File: src/rtl/execute_multdiv_pkg.sv
// Shared constants for the iterative multiply/divide unit and the execute stage.
package execute_multdiv_pkg;

  typedef enum logic [1:0] {
    ST_IDLE = 2'd0,
    ST_RUN  = 2'd1,
    ST_DONE = 2'd2
  } state_e;

  // Exception codes the execute stage reports for a flagged mul/div result
  localparam logic [2:0] EXC_MUL = 3'd4;
  localparam logic [2:0] EXC_DIV = 3'd5;

  function automatic int unsigned cnt_width(input int unsigned width);
    return $clog2(width + 1);
  endfunction

endpackage

File: src/rtl/execute_multdiv_if.sv
// Request/response bundle between the execute stage and the mul/div unit.
interface execute_multdiv_if #(
  parameter int unsigned WIDTH = 32,
  parameter int unsigned TAG_W = 5
);
  logic             start;
  logic             is_div;
  logic [WIDTH-1:0] operand_a;
  logic [WIDTH-1:0] operand_b;
  logic [TAG_W-1:0] tag_in;
  logic             flush;
  logic             stall;
  logic             result_valid;
  logic [WIDTH-1:0] result;
  logic [TAG_W-1:0] tag_out;
  logic             exception;

  modport master (
    output start, is_div, operand_a, operand_b, tag_in, flush,
    input  stall, result_valid, result, tag_out, exception
  );

  modport slave (
    input  start, is_div, operand_a, operand_b, tag_in, flush,
    output stall, result_valid, result, tag_out, exception
  );
endinterface

File: src/rtl/execute_multdiv_signfix.sv
// Conditional two's-complement negation: operand magnitude on entry, sign restore on exit.
module multdiv_signfix #(
  parameter int unsigned N = 33
) (
  input  logic [N-1:0] x,
  input  logic         neg,
  output logic [N-1:0] y
);
  assign y = neg ? (~x + N'(1)) : x;
endmodule

File: src/rtl/execute_multdiv.sv
// Iterative radix-2 signed multiply (shift-add) and restoring divide for the execute stage.
module execute_multdiv
  import execute_multdiv_pkg::*;
#(
  parameter int unsigned WIDTH = 32,
  parameter int unsigned TAG_W = 5
) (
  input logic               clock,
  input logic               reset,
  execute_multdiv_if.slave  bus
);

  localparam int unsigned CNT_W = cnt_width(WIDTH);
  localparam int unsigned ACC_W = 2 * WIDTH + 1;

  state_e             state_q, state_d;
  logic [CNT_W-1:0]   cnt_q, cnt_d;
  logic [ACC_W-1:0]   acc_q, acc_d;
  logic [WIDTH:0]     mag_b_q, mag_b_d;
  logic               is_div_q, is_div_d;
  logic               neg_q, neg_d;
  logic [TAG_W-1:0]   tag_q, tag_d;
  logic [WIDTH-1:0]   result_q, result_d;
  logic [TAG_W-1:0]   tag_out_q, tag_out_d;
  logic               exc_q, exc_d;
  logic               valid_q, valid_d;

  logic [WIDTH:0]     mag_a_c, mag_b_c;
  logic [WIDTH:0]     mul_sum_c, div_shift_c, div_rem_c;
  logic               div_ge_c;
  logic [ACC_W-1:0]   step_c;
  logic [2*WIDTH-1:0] prod_s_c;
  logic [WIDTH-1:0]   quot_s_c;
  logic               mul_ovf_c, div_ovf_c;

  // Magnitudes in WIDTH+1 bits so INT_MIN is represented exactly
  multdiv_signfix #(.N(WIDTH + 1)) u_pre_a (
    .x   ({bus.operand_a[WIDTH-1], bus.operand_a}),
    .neg (bus.operand_a[WIDTH-1]),
    .y   (mag_a_c)
  );

  multdiv_signfix #(.N(WIDTH + 1)) u_pre_b (
    .x   ({bus.operand_b[WIDTH-1], bus.operand_b}),
    .neg (bus.operand_b[WIDTH-1]),
    .y   (mag_b_c)
  );

  // acc = {hi, lo}: mul keeps partial product in hi and multiplier in lo;
  // div keeps partial remainder in hi and shifts quotient bits into lo.
  always_comb begin
    mul_sum_c   = acc_q[ACC_W-1:WIDTH] + (acc_q[0] ? mag_b_q : '0);
    div_shift_c = {acc_q[2*WIDTH-1:WIDTH], acc_q[WIDTH-1]};
    div_ge_c    = (div_shift_c >= mag_b_q);
    div_rem_c   = div_ge_c ? (div_shift_c - mag_b_q) : div_shift_c;
    step_c      = is_div_q ? {div_rem_c, acc_q[WIDTH-2:0], div_ge_c}
                           : {1'b0, mul_sum_c, acc_q[WIDTH-1:1]};
  end

  multdiv_signfix #(.N(2 * WIDTH)) u_post_mul (
    .x   (step_c[2*WIDTH-1:0]),
    .neg (neg_q),
    .y   (prod_s_c)
  );

  multdiv_signfix #(.N(WIDTH)) u_post_div (
    .x   (step_c[WIDTH-1:0]),
    .neg (neg_q),
    .y   (quot_s_c)
  );

  // Product overflows unless the top WIDTH+1 bits are a pure sign extension
  assign mul_ovf_c = ~((&prod_s_c[2*WIDTH-1:WIDTH-1]) | ~(|prod_s_c[2*WIDTH-1:WIDTH-1]));
  // A positive quotient of magnitude 2^(WIDTH-1) only arises from INT_MIN / -1
  assign div_ovf_c = ~neg_q & step_c[WIDTH-1];

  always_comb begin
    state_d   = state_q;
    cnt_d     = cnt_q;
    acc_d     = acc_q;
    mag_b_d   = mag_b_q;
    is_div_d  = is_div_q;
    neg_d     = neg_q;
    tag_d     = tag_q;
    result_d  = result_q;
    tag_out_d = tag_out_q;
    exc_d     = exc_q;

    case (state_q)
      ST_IDLE: begin
        if (bus.start && !bus.flush) begin
          is_div_d = bus.is_div;
          tag_d    = bus.tag_in;
          neg_d    = bus.operand_a[WIDTH-1] ^ bus.operand_b[WIDTH-1];
          mag_b_d  = mag_b_c;
          acc_d    = ACC_W'(mag_a_c);
          cnt_d    = '0;
          if (bus.is_div && (bus.operand_b == '0)) begin
            state_d   = ST_DONE;
            result_d  = '0;
            exc_d     = 1'b1;
            tag_out_d = bus.tag_in;
          end else begin
            state_d = ST_RUN;
          end
        end
      end
      ST_RUN: begin
        if (bus.flush) begin
          state_d = ST_IDLE;
        end else begin
          acc_d = step_c;
          cnt_d = cnt_q + CNT_W'(1);
          if (cnt_q == CNT_W'(WIDTH - 1)) begin
            state_d   = ST_DONE;
            tag_out_d = tag_q;
            result_d  = is_div_q ? quot_s_c : prod_s_c[WIDTH-1:0];
            exc_d     = is_div_q ? div_ovf_c : mul_ovf_c;
          end
        end
      end
      ST_DONE: state_d = ST_IDLE;
      default: state_d = ST_IDLE;
    endcase

    valid_d = (state_d == ST_DONE);
  end

  always_ff @(posedge clock or negedge reset) begin
    if (!reset) begin
      state_q   <= ST_IDLE;
      cnt_q     <= '0;
      acc_q     <= '0;
      mag_b_q   <= '0;
      is_div_q  <= 1'b0;
      neg_q     <= 1'b0;
      tag_q     <= '0;
      result_q  <= '0;
      tag_out_q <= '0;
      exc_q     <= 1'b0;
      valid_q   <= 1'b0;
    end else begin
      state_q   <= state_d;
      cnt_q     <= cnt_d;
      acc_q     <= acc_d;
      mag_b_q   <= mag_b_d;
      is_div_q  <= is_div_d;
      neg_q     <= neg_d;
      tag_q     <= tag_d;
      result_q  <= result_d;
      tag_out_q <= tag_out_d;
      exc_q     <= exc_d;
      valid_q   <= valid_d;
    end
  end

  // Stall follows the request combinationally so the issuing cycle is frozen too
  assign bus.stall        = ((state_q == ST_IDLE) && bus.start) || (state_q == ST_RUN);
  assign bus.result_valid = valid_q;
  assign bus.result       = result_q;
  assign bus.tag_out      = tag_out_q;
  assign bus.exception    = exc_q;

endmodule

File: src/flat_wrapper.sv
// flat-port wrapper written by rule: the top's interface ports become plain ports
module execute_multdiv_flat import execute_multdiv_pkg::*;
#(
  parameter int unsigned WIDTH = 32,
  parameter int unsigned TAG_W = 5
)
  (clock, reset, bus_start, bus_is_div, bus_operand_a, bus_operand_b, bus_tag_in, bus_flush, bus_stall, bus_result_valid, bus_result, bus_tag_out, bus_exception);
  execute_multdiv_if #(.WIDTH(WIDTH), .TAG_W(TAG_W)) bus_i ();
  input logic clock;
  input logic reset;
  input wire logic [$bits(bus_i.start)-1:0] bus_start;
  input wire logic [$bits(bus_i.is_div)-1:0] bus_is_div;
  input wire logic [$bits(bus_i.operand_a)-1:0] bus_operand_a;
  input wire logic [$bits(bus_i.operand_b)-1:0] bus_operand_b;
  input wire logic [$bits(bus_i.tag_in)-1:0] bus_tag_in;
  input wire logic [$bits(bus_i.flush)-1:0] bus_flush;
  output wire logic [$bits(bus_i.stall)-1:0] bus_stall;
  output wire logic [$bits(bus_i.result_valid)-1:0] bus_result_valid;
  output wire logic [$bits(bus_i.result)-1:0] bus_result;
  output wire logic [$bits(bus_i.tag_out)-1:0] bus_tag_out;
  output wire logic [$bits(bus_i.exception)-1:0] bus_exception;
  assign bus_i.start = bus_start;
  assign bus_i.is_div = bus_is_div;
  assign bus_i.operand_a = bus_operand_a;
  assign bus_i.operand_b = bus_operand_b;
  assign bus_i.tag_in = bus_tag_in;
  assign bus_i.flush = bus_flush;
  assign bus_stall = bus_i.stall;
  assign bus_result_valid = bus_i.result_valid;
  assign bus_result = bus_i.result;
  assign bus_tag_out = bus_i.tag_out;
  assign bus_exception = bus_i.exception;
  execute_multdiv #(.WIDTH(WIDTH), .TAG_W(TAG_W)) u_core (.clock(clock), .reset(reset), .bus(bus_i));
endmodule
File: config.mk
export PLATFORM = sky130hd
export DESIGN_NAME = execute_multdiv_flat
export DESIGN_NICKNAME = d
export VERILOG_FILES = /design/src/rtl/execute_multdiv_pkg.sv /design/src/rtl/execute_multdiv_if.sv /design/src/rtl/execute_multdiv_signfix.sv /design/src/rtl/execute_multdiv.sv /design/src/flat_wrapper.sv
export SDC_FILE = /design/constraint.sdc
export NUM_CORES = 1
export LEC_CHECK = 0
export CAP_MARGIN = 20
export CORE_MARGIN = 1.5
export CORE_UTILIZATION = 50
export DETAILED_ROUTE_END_ITERATION = 7
export PLACE_DENSITY_LB_ADDON = 0.08
export SYNTH_ARGS = -nofsm -noshare
export SYNTH_HDL_FRONTEND = slang
export SYNTH_SLANG_ARGS = --single-unit
File: constraint.sdc
create_clock -name clock -period 11.7 [get_ports clock]
set_input_delay 3.51 -clock clock [delete_from_list [all_inputs] [get_ports clock]]
set_output_delay 3.51 -clock clock [all_outputs]
set_load 0.03 [all_outputs]
==> results of run 1 <==
-- state kept, by name, indices dropped and copies added, names as in the netlist --
register / cells
u_core.acc_q: 65
u_core.mag_b_q: 33
u_core.bus.result: 32
u_core.cnt_q: 6
u_core.bus.tag_out: 5
u_core.tag_q: 5
u_core.state_q: 2
u_core.bus.exception: 1
u_core.bus.result_valid: 1
u_core.is_div_q: 1
u_core.neg_q: 1
-- layout make-up --
type,instances,area share
Multi-Input combinational cell,1490,0.603
Sequential cell,152,0.235
Timing Repair Buffer,136,0.0825
Tap cell,378,0.0292
Clock buffer,17,0.0263
Inverter,58,0.0134
Clock inverter,15,0.00989
-- worst reg2reg max path, delay by kind of cell (launching register included) --
family	cells	cell delay (ns)
compound gates	7	1.78
xor+xnor	1	0.13
fa+ha+maj	2	0.66
buf+inv	2	0.18
flops	1	0.49
simple gates	12	3.80
-- worst paths after layout --
kind	endpoint	slack, ns	cells after the start
max	bus_stall	3.38	4
min	u_core.tag_q[2]$_DFFE_PN0P_	0.48	2
max reg2reg	u_core.bus.exception$_DFFE_PN0P_	4.53	24
min reg2reg	u_core.tag_q[2]$_DFFE_PN0P_	0.48	2
max in group asynchronous	u_core.is_div_q$_DFFE_PN0P_	7.03	2
min in group asynchronous	u_core.acc_q[37]$_DFFE_PN0P_	3.07	1
-- per-layer routing --
| layer | vias up | part of all wire |
|---|---|---|
| met5 | - | 0.00029 |
| met4 | 2 | 0.014 |
| met3 | 46 | 0.059 |
| met2 | 431 | 0.43 |
| met1 | 6741 | 0.50 |
| li1 | 6700 | - |
-- power breakdown --
part / internal [µW] / leakage (µW) / total [µW] / switching (µW)
Combinational: 961 / 0.00451 / 2620 / 1660
Sequential: 640 / 0.00198 / 815 / 175
Clock: 285 / 0.000277 / 558 / 273
-- metrics by stage --
stage	power [µW]	util	setup WS (ns)	instances	hold slack, ns
after global placement	3340	0.558	3.39	2211	0.460
after floorplan	2690	-	4.25	1800	0.445
after detailed placement	3360	0.558	3.39	2211	0.470
after global routing	4290	0.581	3.33	2246	0.519
after CTS	3940	0.579	3.38	2243	0.488
final	3990	0.581	3.38	2246	0.484
-- logic make-up after synthesis --
kind of cell	Yosys count	share of synthesized area
buffers and inverters	158	0.0449
muxes	41	0.0298
xor gates and xnor gates	160	0.0989
AOI/OAI and AO/OA	573	0.270
adders and majority gates	71	0.0637
and+or+nand+nor	645	0.224
DFF	152	0.268
-- Yosys cell counts, types with 32 or more instances --
cell type | number | area, µm²
sky130_fd_sc_hd__nor2_1 | 114 | 428
sky130_fd_sc_hd__nand2_1 | 244 | 916
sky130_fd_sc_hd__clkbuf_1 | 72 | 270
sky130_fd_sc_hd__dfrtp_1 | 152 | 3800
sky130_fd_sc_hd__inv_1 | 57 | 214
sky130_fd_sc_hd__xnor2_1 | 72 | 631
sky130_fd_sc_hd__xor2_1 | 88 | 771
sky130_fd_sc_hd__a21oi_1 | 105 | 526
sky130_fd_sc_hd__ha_1 | 69 | 863
sky130_fd_sc_hd__a22o_1 | 43 | 377
sky130_fd_sc_hd__nand3_1 | 32 | 160
sky130_fd_sc_hd__o21ai_0 | 180 | 901
sky130_fd_sc_hd__nor3_1 | 50 | 250
sky130_fd_sc_hd__and2_1 | 40 | 250
==> key figures, run 1 <==
Run status
  • Outcome: completed

Critical path
  • Reg-to-reg critical path startpoint: u_core.mag_b_q[6]$_DFFE_PN0P_
  • Cell class contributing the biggest share of worst-path delay: buffers and inverters
  • Crit-path cells: clkdlybuf4s50_1, nor2_1, nor2_1, clkdlybuf4s50_1
  • Critical path endpoint category: primary output
  • CP bufs+invs: 2
  • CP Max Fanout: 3
  • Origin of the worst setup path: bus_start
  • Max incr delay on CP: 0.67 ns
  • Data arrival at the endpoint of the critical path: 4.81 ns
  • Type of origin of the critical path: input pin
  • Worst path required time: 8.19 ns
  • Critical path type: in -> out
  • Cell type of the slowest stage on the worst timing path: sky130_fd_sc_hd__clkdlybuf4s50_1

Logic synthesis
  • Async SR Flop Fraction: 1.00
  • Post-synthesis register bit count: 152
  • Share of synthesized area occupied by flip-flops and latches: 0.268
  • Post-synthesis area per instance: 7.87 µm²
  • Mapped Nets: 1,945
  • Post-Syn Instances: 1,800
  • Count of flip-flops with a built-in enable after synthesis: 0
  • Synth warn: 0
  • Top flip-flop cell by instance count after synthesis: sky130_fd_sc_hd__dfrtp_1
  • Post-synthesis cell area: 14,200 µm²
  • Distinct cell type count after synthesis: 92

Route
  • Total DRC errors in the routed layout: 0
  • Detailed Routing Iterations Pass 1: 5
  • Wire per inst: 19.9 µm
  • Final WL: 44,700 µm
  • Post-route antenna net violation count: 0
  • Mean number of vias per cell: 6.20
  • Via count: 13,920
  • Number of DRC violations after detailed-routing iteration 0: 1,474

Global route
  • Total global-route track usage: 0.310
  • Largest net degree at the start of global routing: 78
  • Via count of the first global-routing pass: 12,985
  • Initial antenna violation count: 1
  • Global-route wire length before repair: 71,100 µm
  • GR Util met1: 0.472
  • Fraction of met2 tracks used by global routing: 0.457
  • Met3 track demand over resource in global routing: 0.0437
  • Sum of overflow across all layers after global routing: 0
  • Layer with the highest usage: met1

STA
  • Clock skew after layout: 0.0124 ns
  • Maximum achievable frequency: 0.120 GHz
  • Post-layout minimum cycle time: 8.32 ns
  • Hold violation count in the final report: 0
  • Accumulated negative setup slack: 0 ns
  • Unrepaired setup endpoints after global routing: no
  • Worst slew margin relative to its limit: 0.354
  • Ratio of final minimum period to clock period: 0.711
  • Measured slew at the worst slew-check pin: 0.969 ns
  • Number of pins with negative max-slew slack in the final report: 0
  • Setup-violating endpoint count in the final report: 0

Job
  • Max-Cap Viols: 0

Cells and area
  • Layout Area Growth over Synthesis: 14.2%
  • Final #Nets: 2,000
  • Fillers: 2,583
  • Most common cell after layout, fill and taps aside: sky130_fd_sc_hd__nand2_1
  • Multi-input gate area: 9770 µm²
  • Final standard cell area without fillers: 16,200 µm²
  • Ratio of cells with drive above 1 in the final layout: 0.0637
  • Number of antenna diodes: 0
  • Commonest cells after routing, fill and taps aside: 244 x sky130_fd_sc_hd__nand2_1, 180 x sky130_fd_sc_hd__o21ai_0, 150 x sky130_fd_sc_hd__dfrtp_1
  • Storage cell area: 3810 µm²

Clocking
  • Number of buffers inserted during clock tree synthesis: 17
  • Clock-pin slew on the worst setup and hold paths: 0.07 ns
  • Number of clock sinks: 152
  • Root buffer cell: sky130_fd_sc_hd__clkbuf_16
  • Buffer levels on the longest clock path: 2
  • Number of buffers added to fix hold violations after cts: 0
  • Clock latency at the later pin of the worst-skew pair: 0.45 ns
  • TritonCTS clock tree: built
  • CTS H-tree lvls: 4
  • Post-cts resize count: 0
  • Total setup buffers inserted after CTS: 0

Floorplanning
  • Total Die Area: 29,400 µm²
  • Vertical die dimension: 171 µm
  • Initial standard-cell utilization of the core: 0.509
  • Floorplan row count: 61
  • Placeable core area: 27,900 µm²
  • Die extent in x: 171 µm
  • Number of placed I/O pins: 114

Placement
  • Gpl congestion: 0.912
  • Total cell area at the placement stage: 15,500 µm²
  • DP HPWL: 32,900 µm
  • Number of port buffers: 113

Power
  • Leakage Power: 0.00677 µW
  • Power density normalized to cell area: 246 nW/µm²
  • Peak supply drop: 0.000170 V

Min path
  • Worst hold path type: reg -> reg
  • Worst hold start: u_core.tag_q[2]$_DFFE_PN0P_
(Power assumes the default switching activity.)
==> run 2, diff against run 1 <==
clock period = 7.8 ns   (was 11.7 ns; I/O delays follow)
==> run 2 against run 1 <==
- worst setup slack got worse by 2.5 ns
- register-to-register slack got worse by 3.6 ns
- via count rose by 0.42%
- sequential power rose by 48%
- largest power group unchanged
- highest routed layer is now met4
==> key figures, run 2 (same netlist as run 1, synthesis figures left out) <==
Critical path
  • Critical path endpoint category: register
  • Cell class contributing the biggest share of worst-path delay: simple AND/OR/NAND/NOR gates
  • Crit-path cells: ha_1, a211oi_1, nor2_1, a221oi_1, o221ai_1, buf_4, a211oi_2, nor2_1, inv_1, ha_1, o2111ai_1, or3_1, nor2_1, nand4_1, nor4_2, and3_1, nand3_2, o31ai_1, xor2_1, a2111o_1, or4_1, nor4_1, nand4_1, and3_1
  • Cell type of the slowest stage on the worst timing path: sky130_fd_sc_hd__or4_1
  • Critical path type: reg -> reg
  • Critical Path Most Common Cell: sky130_fd_sc_hd__nor2_1
  • Data arrival at the endpoint of the critical path: 7.21 ns (+2.40 ns)
  • Type of origin of the critical path: register
  • CP Max Fanout: 11 (+8)
  • Worst path required time: 8.14 ns (-0.05 ns)
  • CP bufs+invs: 2 (unchanged)
  • Max incr delay on CP: 0.53 ns (-0.14 ns)

Floorplanning
  • Number of placed I/O pins: 114 (unchanged)
  • Vertical die dimension: 171 µm (unchanged)
  • Placeable core area: 27,900 µm² (unchanged)
  • Die extent in x: 171 µm (unchanged)
  • Floorplan row count: 61 (unchanged)
  • Total Die Area: 29,400 µm² (unchanged)
  • Initial standard-cell utilization of the core: 0.509 (unchanged)

Cells and area
  • Register containing the most flip-flops in the final layout: u_core.acc_q
  • Number of antenna diodes: 0 (unchanged)
  • Layout Area Growth over Synthesis: 14.2% (about the same)
  • Commonest cells after routing, fill and taps aside: 244 x sky130_fd_sc_hd__nand2_1, 180 x sky130_fd_sc_hd__o21ai_0, 150 x sky130_fd_sc_hd__dfrtp_1
  • Non-filler cells in the finished layout: 2,246 (unchanged)
  • Flip-flop count of the largest register, all copies and words added: 65 (unchanged)
  • Most common cell after layout, fill and taps aside: sky130_fd_sc_hd__nand2_1
  • Final #Nets: 2,000 (unchanged)
  • Ratio of cells with drive above 1 in the final layout: 0.0637 (unchanged)

Global route
  • Via count of the first global-routing pass: 13,022 (+0.28%)
  • Total global-route track usage: 0.323 (+0.0133)
  • Initial antenna violation count: 0 (-1)
  • Largest net degree at the start of global routing: 74 (-5.1%)
  • Sum of overflow across all layers after global routing: 0 (unchanged)
  • Global-route wire length before repair: 72,900 µm (+2.5%)

Placement
  • Gpl congestion: 0.964 (+5.7%)
  • Number of port buffers: 113 (unchanged)
  • DP HPWL: 34,700 µm (+5.5%)
  • # placed instances: 2,212 (+0.045%)

Route
  • Post-route antenna net violation count: 0 (unchanged)
  • Wire per inst: 21.0 µm (+5.2%)
  • Via count: 13,979 (+0.42%)
  • Total DRC errors in the routed layout: 0 (unchanged)
  • Detailed Routing Iterations Pass 1: 6 (+1)
  • Number of DRC violations after detailed-routing iteration 0: 1,381 (-6.3%)
  • Sum of routed wire segments on met1: 21,700 µm (-2.8%)
  • Routed wire length on met3: 4380 µm (+66%)
  • Final WL: 47,100 µm (+5.2%)
  • Top routing layer used: met4
  • Wire length on met2: 19,800 µm (+4.0%)
  • Mean number of vias per cell: 6.22 (+0.42%)

STA
  • Worst slew margin relative to its limit: 0.235 (-0.120)
  • Post-layout minimum cycle time: 6.87 ns
  • Unrepaired setup endpoints after global routing: no
  • Accumulated negative setup slack: 0 ns (unchanged)
  • Setup-violating endpoint count in the final report: 0 (unchanged)
  • Ratio of final minimum period to clock period: 0.881
  • Measured slew at the worst slew-check pin: 1.15 ns (+0.179 ns)
  • Worst hold-check slack: 0.476 ns (-0.00774 ns)
  • Clock skew after layout: 0.0103 ns (-0.00207 ns)
  • Maximum achievable frequency: 0.146 GHz
  • Hold violation count in the final report: 0 (unchanged)
  • Number of pins with negative max-slew slack in the final report: 0 (unchanged)

Clocking
  • TritonCTS clock tree: built
  • Total setup buffers inserted after CTS: 0 (unchanged)
  • Post-cts resize count: 0 (unchanged)
  • Clock-pin slew on the worst setup and hold paths: 0.07 ns (about the same)
  • Number of buffers added to fix hold violations after cts: 0 (unchanged)
  • Number of buffers inserted during clock tree synthesis: 17 (unchanged)
  • CTS H-tree lvls: 4 (unchanged)
  • Clock latency at the later pin of the worst-skew pair: 0.45 ns (about the same)
  • Number of clock sinks: 152 (unchanged)
  • Buffer levels on the longest clock path: 2 (unchanged)
  • Root buffer cell: sky130_fd_sc_hd__clkbuf_16

Power
  • Peak supply drop: 0.000203 V (+19%)
  • Leakage Power: 0.00678 µW (about the same)
  • Total Power: 6030 µW (+51%)
  • Power density normalized to cell area: 373 nW/µm² (+51%)

Run status
  • Outcome: completed

Min path
  • Worst hold path type: reg -> reg

Job
  • Max-Cap Viols: 0 (unchanged)
==> run 2: changes by cell type in the layout (fill, tap and decap cells not counted) <==
cell                         delta
sky130_fd_sc_hd__buf_4          +1
sky130_fd_sc_hd__buf_6          -1
sky130_fd_sc_hd__clkbuf_8       +1
sky130_fd_sc_hd__clkinv_4       -2
sky130_fd_sc_hd__clkinv_8       -1
sky130_fd_sc_hd__clkinvlp_4     -1
sky130_fd_sc_hd__inv_6          +2
sky130_fd_sc_hd__inv_8          +1
==> run 2: worst min-delay path, delay by kind of cell, from the launching register on <==
kind	cells	cell delay (ns)
and+or+nand+nor	2	0.11
DFF	1	0.34
==> run 2: routing by layer <==
metal	global-route usage	vias up
met5	0	-
met4	0.103	0
met3	0.102	73
met2	0.467	528
met1	0.454	6700
li1	-	6678
==> run 2: report_power, final <==
part	internal, µW	switching (µW)	total (µW)	leakage [µW]
clock network	437	421	858	0.000284
logic	1430	2530	3970	0.00451
registers	960	246	1210	0.00198
==> run 2: final timing paths <==
check | start | to | slack (ns) | depth (start not counted)
min in group asynchronous | reset | u_core.acc_q[39]$_DFFE_PN0P_ | 1.70 | 1
hold reg to reg | u_core.tag_q[4]$_DFFE_PN0P_ | u_core.tag_q[4]$_DFFE_PN0P_ | 0.48 | 2
setup reg to reg | u_core.acc_q[61]$_DFFE_PN0P_ | u_core.bus.exception$_DFFE_PN0P_ | 0.93 | 24
setup / recovery | u_core.acc_q[61]$_DFFE_PN0P_ | u_core.bus.exception$_DFFE_PN0P_ | 0.93 | 24
hold / removal | u_core.tag_q[4]$_DFFE_PN0P_ | u_core.tag_q[4]$_DFFE_PN0P_ | 0.48 | 2
max in group asynchronous | reset | u_core.is_div_q$_DFFE_PN0P_ | 4.81 | 2
==> run 2: metrics by stage <==
stage	worst slack (ns)	util	instance area, µm²
final	0.931	0.581	16200
after global routing	0.507	0.581	16200
after CTS	0.995	0.579	16100
after detailed placement	1.01	0.558	15600
after global placement	1.23	0.558	15600
after floorplan	0.935	-	14200
==> run 2: area by class of cell <==
cell class / instances / area [µm²]
clock buffer: 18 / 439
clock inverter: 14 / 148
fill: 2593 / 11700
inverter: 58 / 218
multi-input combinational: 1490 / 9770
sequential: 152 / 3810
tap: 378 / 473
timing repair buffer: 136 / 1330
